==> src/rtl/capture_fifo_pkg.sv <==
// -----------------------------------------------------------------------------
// capture_fifo_pkg
// Shared definitions for the capture FIFO: mode constants, the write-action
// encoding and the helpers that size pointers and pick a write action.
// -----------------------------------------------------------------------------
package capture_fifo_pkg;

    localparam int MODE_STOP = 0;   // drop new writes while full
    localparam int MODE_WRAP = 1;   // overwrite the oldest entry while full

    typedef enum logic [1:0] {
        WR_NONE,        // no strobe edge this cycle
        WR_ACCEPT,      // normal write, occupancy may grow
        WR_DROP,        // full in stop mode: write discarded
        WR_OVERWRITE    // full in wrap mode: oldest entry replaced
    } wr_action_e;

    // Address width for a buffer of 'depth' entries.
    function automatic int ptr_width(input int depth);
        return $clog2(depth);
    endfunction

    // A full buffer can still take a write when a read frees a slot in the
    // same cycle; only otherwise does the mode matter.
    function automatic wr_action_e wr_decide(input logic wr_edge,
                                             input logic is_full,
                                             input logic rd_ok,
                                             input logic wrap);
        if (!wr_edge)
            return WR_NONE;
        else if (!is_full || rd_ok)
            return WR_ACCEPT;
        else if (wrap)
            return WR_OVERWRITE;
        else
            return WR_DROP;
    endfunction

endpackage

==> src/rtl/rise_edge_detect.sv <==
// -----------------------------------------------------------------------------
// rise_edge_detect
// Registers the previous value of a level signal and flags its 0->1 change.
// The previous value resets to 0, so a signal already high when reset is
// released yields one edge on the first clock afterwards.
//   clk    : clock, rising edge
//   rst_n  : asynchronous reset, active low
//   i_sig  : level input
//   o_edge : high while i_sig is 1 and was 0 on the previous clock
// -----------------------------------------------------------------------------
module rise_edge_detect (
    input  logic clk,
    input  logic rst_n,
    input  logic i_sig,
    output logic o_edge
);

    logic r_prev;

    // NOTE: state registers use non-blocking assignments so every flop
    // samples the pre-edge value of its inputs, independent of block order.
    always_ff @(posedge clk or negedge rst_n) begin
        if (!rst_n)
            r_prev <= 1'b0;
        else
            r_prev <= i_sig;
    end

    assign o_edge = i_sig & ~r_prev;

endmodule

==> src/rtl/capture_fifo.sv <==
// -----------------------------------------------------------------------------
// capture_fifo
// Circular capture buffer fed by a level strobe. Each rising edge of
// wr_strobe stores wr_data; a consumer drains entries in order with rd_en.
// When full, WRAP_MODE selects dropping new words or overwriting the oldest;
// either case sets the sticky overflow flag.
//   clk       : clock, rising edge
//   rst       : asynchronous reset, active low
//   wr_data   : word stored on a strobe edge
//   wr_strobe : level strobe, write requested on its 0->1 transition
//   rd_en     : read request, ignored while empty
//   clr_ovf   : synchronous clear of overflow (a new overflow wins)
//   rd_data   : registered read data
//   rd_valid  : one-cycle pulse, rd_data valid (one clock after rd_en)
//   last_data : most recently accepted write word
//   count     : occupancy 0..DEPTH
//   full      : count == DEPTH
//   empty     : count == 0
//   overflow  : sticky, a write was dropped or overwrote data
// -----------------------------------------------------------------------------
module capture_fifo
    import capture_fifo_pkg::*;
#(
    parameter int DATA_W    = 8,
    parameter int DEPTH     = 32,
    parameter int WRAP_MODE = MODE_STOP
) (
    input  logic                      clk,
    input  logic                      rst,
    input  logic [DATA_W-1:0]         wr_data,
    input  logic                      wr_strobe,
    input  logic                      rd_en,
    input  logic                      clr_ovf,
    output logic [DATA_W-1:0]         rd_data,
    output logic                      rd_valid,
    output logic [DATA_W-1:0]         last_data,
    output logic [$clog2(DEPTH):0]    count,
    output logic                      full,
    output logic                      empty,
    output logic                      overflow
);

    localparam int AW = ptr_width(DEPTH);
    localparam int CW = AW + 1;

    logic [DATA_W-1:0] r_mem [DEPTH];
    logic [AW-1:0]     r_wr_ptr;
    logic [AW-1:0]     r_rd_ptr;
    logic [CW-1:0]     r_count;
    logic [DATA_W-1:0] r_rd_data;
    logic              r_rd_valid;
    logic [DATA_W-1:0] r_last_data;
    logic              r_overflow;

    logic              w_wr_edge;
    logic              w_rd_ok;
    logic              w_full;
    wr_action_e        w_wr_action;
    logic              w_do_write;
    logic              w_rd_adv;
    logic              w_ovf_event;
    logic [CW-1:0]     w_count_next;

    rise_edge_detect u_strobe_edge (
        .clk    (clk),
        .rst_n  (rst),
        .i_sig  (wr_strobe),
        .o_edge (w_wr_edge)
    );

    assign w_full      = (r_count == CW'(DEPTH));
    assign w_rd_ok     = rd_en & (r_count != '0);
    assign w_wr_action = wr_decide(w_wr_edge, w_full, w_rd_ok,
                                   (WRAP_MODE == MODE_WRAP));
    assign w_do_write  = (w_wr_action == WR_ACCEPT) || (w_wr_action == WR_OVERWRITE);
    // Overwrite only happens without a read, so rd_ptr never double-advances.
    assign w_rd_adv    = w_rd_ok || (w_wr_action == WR_OVERWRITE);
    assign w_ovf_event = (w_wr_action == WR_DROP) || (w_wr_action == WR_OVERWRITE);

    // NOTE: every signal assigned in always_comb gets a default first so no
    // path leaves it unassigned and no latch is inferred.
    always_comb begin
        w_count_next = r_count;
        if ((w_wr_action == WR_ACCEPT) && !w_rd_ok)
            w_count_next = r_count + CW'(1);
        else if ((w_wr_action != WR_ACCEPT) && w_rd_ok)
            w_count_next = r_count - CW'(1);
    end

    // NOTE: the storage array has no reset; stale contents are unreachable
    // once the pointers and count are cleared, and a reset-free array maps
    // onto RAM.
    always_ff @(posedge clk) begin
        if (w_do_write)
            r_mem[r_wr_ptr] <= wr_data;
    end

    always_ff @(posedge clk or negedge rst) begin
        if (!rst) begin
            r_wr_ptr    <= '0;
            r_rd_ptr    <= '0;
            r_count     <= '0;
            r_rd_data   <= '0;
            r_rd_valid  <= 1'b0;
            r_last_data <= '0;
            r_overflow  <= 1'b0;
        end else begin
            r_count    <= w_count_next;
            r_rd_valid <= w_rd_ok;
            if (w_do_write) begin
                r_wr_ptr    <= r_wr_ptr + AW'(1);
                r_last_data <= wr_data;
            end
            // When full, rd_ptr == wr_ptr; the read sees the old word because
            // the memory write lands at the same edge.
            if (w_rd_ok)
                r_rd_data <= r_mem[r_rd_ptr];
            if (w_rd_adv)
                r_rd_ptr <= r_rd_ptr + AW'(1);
            if (w_ovf_event)
                r_overflow <= 1'b1;
            else if (clr_ovf)
                r_overflow <= 1'b0;
        end
    end

    assign rd_data   = r_rd_data;
    assign rd_valid  = r_rd_valid;
    assign last_data = r_last_data;
    assign count     = r_count;
    assign full      = w_full;
    assign empty     = (r_count == '0);
    assign overflow  = r_overflow;

endmodule
==> config.mk <==
export PLATFORM = sky130hd
export DESIGN_NAME = capture_fifo
export DESIGN_NICKNAME = d
export VERILOG_FILES = /design/src/rtl/capture_fifo_pkg.sv /design/src/rtl/rise_edge_detect.sv /design/src/rtl/capture_fifo.sv
export SDC_FILE = /design/constraint.sdc
export NUM_CORES = 1
export LEC_CHECK = 0
export CAP_MARGIN = 20
export CELL_PAD_IN_SITES_DETAIL_PLACEMENT = 1
export CELL_PAD_IN_SITES_GLOBAL_PLACEMENT = 2
export CORE_ASPECT_RATIO = 0.75
export CORE_MARGIN = 1.5
export CORE_UTILIZATION = 40
export DETAILED_ROUTE_END_ITERATION = 6
export PLACE_DENSITY_LB_ADDON = 0.1
export SKIP_LAST_GASP = 1
export SLEW_MARGIN = 5
export SYNTH_ARGS = -nofsm -noshare
export SYNTH_HDL_FRONTEND = slang
export SYNTH_SLANG_ARGS = --single-unit
==> constraint.sdc <==
create_clock -name clk -period 4.3 [get_ports clk]
set_clock_uncertainty 0.15 [all_clocks]
set_input_delay 0.86 -clock clk [delete_from_list [all_inputs] [get_ports clk]]
set_output_delay 0.86 -clock clk [all_outputs]
set_load 0.02 [all_outputs]
==> impl_metrics.yaml <==
run_status:
  status: "completed"
timing:
  setup_viol_count_final: 0
  maxSlewHeadroom_pct: 41.3
  fmax_mhz: 297
  worst_pin_slew_ns: 0.880
  tns_ns: 0
  rsz0062_at_grt: "false"
  post-route-period-util_pct: 78.3
  report.final.hold_viol_count: 0
  finalWorstPathRequiredPeriod_ns: 3.37
  slew_viol_final: 0
setup_path:
  crit_arrival_ns: 2.36
  endpoint_kind: "primary output"
  start_kind: "flop"
  crit_type: "flop to primary output"
  required_ns: 3.29
  worstPathMaxFanout: 5
power_and_ir_drop:
  p_leak_nw: 4.53
  internal_power_mw: 5.96
  power_frac_seq_pct: 41.6
  power_density_nw_per_um2: 643
  sw_frac_of_total_pct: 31.5
  p_clk_share_pct: 30.8
  vdd_drop_max_mv: 0.342
  comb_power_share_pct: 27.6
  power.total_mw: 8.71
  p_sw_mw: 2.75
clock_network:
  cts.sinks: 291
  cts_setup_buffers: 0
  path_clk_slew_ns: 0.06
  htree_levels: 1
  tritoncts: "yes"
  hold_buffers: 0
  clk_latency_ns: 0.56
  ctsResizeCount: 0
  cts_made_buffers: 30
  cts_root_buffer: "clkbuf_16"
  cts_buffer_depth: 3
worst_hold_path:
  min_path_type: "input port to asynchronous set/reset pin"
finish:
  ff_latch_area_sq_um: 8570
  multi_input_area_sq_um: 2800
  layout.nets: 731
  fillCellCount: 2675
  diodes: 0
  instances_no_fill: 1115
  stdcell_area_sq_um: 13500
  fin_util_pct: 47.9
  syn_to_final_growth_pct: 16.6
  final_layout_size_suffix_gt1_share_pct: 18.4
die:
  die_w_microns: 200
  io-pin-count: 39
  rows: 53
  die_y_microns: 151
  dieArea_sq_um: 30100
  coreArea_sq_um: 28200
  start_util_pct: 41.1
placement:
  io_buffers: 38
  dp_cells: 1059
  post_dp_cell_area_sq_um: 12500
  hpwl_microns: 19000
  gp_congestion: 0.816
routing:
  vias: 6059
  drtPass1Iterations: 5
  wire_per_inst_microns: 26.2
  via_per_inst: 5.43
  drt-initial-drc-count: 356
  ant_nets: 0
  drt-total-wl_microns: 29200
  drcViolationCount: 0
synthesis:
  synthCells: 641
  yosys_warnings: 0
  seq_area_frac_synth_pct: 73.8
  syn_avg_cell_area_sq_um: 18.1
  yosysUniqueCellTypes: 51
  synth_area_sq_um: 11600
  synthFlopType: "edfxtp_1"
  async_flop_share_pct: 12.0
  syn_nets: 665
  yosys_register_bits: 291
  synth_edf_count: 256
global_route:
  grt_use_total_pct: 20.2
  grt_max_degree: 44
  grt_pass1_wl_microns: 43000
  gr-total-overflow: 0
  antenna_found_initial: 0
  grt_pass1_vias: 6339
flow_run:
  cap_violations: 0
==> state kept, by name, indices dropped and copies added, names as in the netlist <==
signal                cells
r_mem                   256
r_rd_ptr                  5
rd_valid                  1
overflow                  1
rd_data                   8
last_data                 8
u_strobe_edge.r_prev      1
r_wr_ptr                  5
count                     6
==> stage by stage <==
stage / setup WS (ns) / hold WS [ns]
global placement: 0.746 / 0.332
CTS: 0.868 / 0.277
global route: 0.729 / 0.335
floorplan: 0.820 / 0.385
finish: 0.931 / 0.269
detailed placement: 0.613 / 0.344
==> area by class of cell <==
| type | instances | share of cell area [%] |
|---|---|---|
| Inverter | 11 | 0.305 |
| Clock inverter | 12 | 1.20 |
| Sequential cell | 291 | 63.3 |
| Tap cell | 385 | 3.56 |
| Clock buffer | 43 | 6.36 |
| Timing Repair Buffer | 66 | 4.62 |
| Multi-Input combinational cell | 307 | 20.7 |
==> metal layers <==
metal / up-vias / part of all wire, % / GRT usage, %
met3: 26 / 5.1 / 4.03
met2: 131 / 44 / 29.8
met5: - / 0 / 0
li1: 2689 / - / -
met1: 3213 / 50 / 31.3
met4: 0 / 1.2 / 3.16
==> synthesized netlist by cell type (all sizes together), types with 3 or more instances <==
library cell | instances | area (sq um)
a211oi | 7 | 87.6
buf | 24 | 175
nand3 | 6 | 30.0
a22oi | 14 | 105
clkbuf | 8 | 30.0
nand3b | 4 | 33.8
or3b | 3 | 26.3
nor4 | 4 | 31.3
xnor2 | 10 | 87.6
inv | 11 | 41.3
edfxtp | 256 | 7690
ha | 10 | 125
o22ai | 15 | 93.8
mux2i | 49 | 490
nand2 | 16 | 60.1
nor3 | 4 | 25.0
mux2 | 9 | 101
nor2b | 3 | 18.8
nand2b | 3 | 18.8
mux4 | 36 | 811
nand4 | 3 | 18.8
a22o | 7 | 61.3
a21oi | 9 | 45.0
o21ai | 15 | 75.1
a221oi | 7 | 67.6
nor2 | 53 | 199
dfrtp | 35 | 876
a41oi | 8 | 77.6
==> logic make-up after synthesis <==
kind of cell,after synthesis,share of synthesized area (%)
fa+ha+maj,11,1.25
flops,291,73.7
buf+inv,43,2.12
simple gates,103,4.26
mux,94,12.1
compound gates,87,5.64
xor+xnor,12,0.905
==> cell usage in the layout (no fill, tap or decap), drive strengths merged, types with 6 or more instances in the layout <==
cell type,n
a211oi,7
a21oi,9
a221oi,7
a22o,7
a22oi,14
a41oi,8
buf,29
clkbuf,43
clkdlybuf4s50,37
clkinv,7
dfrtp,35
edfxtp,256
ha,10
inv,12
mux2,9
mux2i,49
mux4,36
nand2,16
nand3,6
nor2,53
o21ai,15
o22ai,15
xnor2,10
==> power groups by stage <==
stage          sequential (mW)  combinational [mW]  clock [mW]
2_1_floorplan             3.54                1.70           0
3_3_place_gp              3.67                2.39           0
3_5_place_dp              3.68                2.42           0
4_1_cts                   3.63                2.43        2.74
5_1_grt                   3.66                2.58        2.83
6_report                  3.62                2.40        2.68
==> critical path: stages (launching register included) <==
cell and delay [ns]:
dfrtp_1 0.46, nor4_2 0.45, nor3b_2 0.25, clkdlybuf4s50_1 0.63
==> final timing paths <==
kind	depth (start not counted)	slack [ns]	to	start
max reg2reg	11	0.98	count[5]$_DFFE_PN0P_	count[0]$_DFFE_PN0P_
max	3	0.93	empty	count[0]$_DFFE_PN0P_
min in group clk	1	0.35	last_data[5]$_DFFE_PN0P_	last_data[5]$_DFFE_PN0P_
max in group asynchronous	1	3.09	r_rd_ptr[0]$_DFFE_PN0P_	rst
min	1	0.27	overflow$_DFFE_PN0P_	rst
min reg2reg	1	0.35	last_data[5]$_DFFE_PN0P_	last_data[5]$_DFFE_PN0P_
Note: power is estimated with default switching activity, not from simulation.
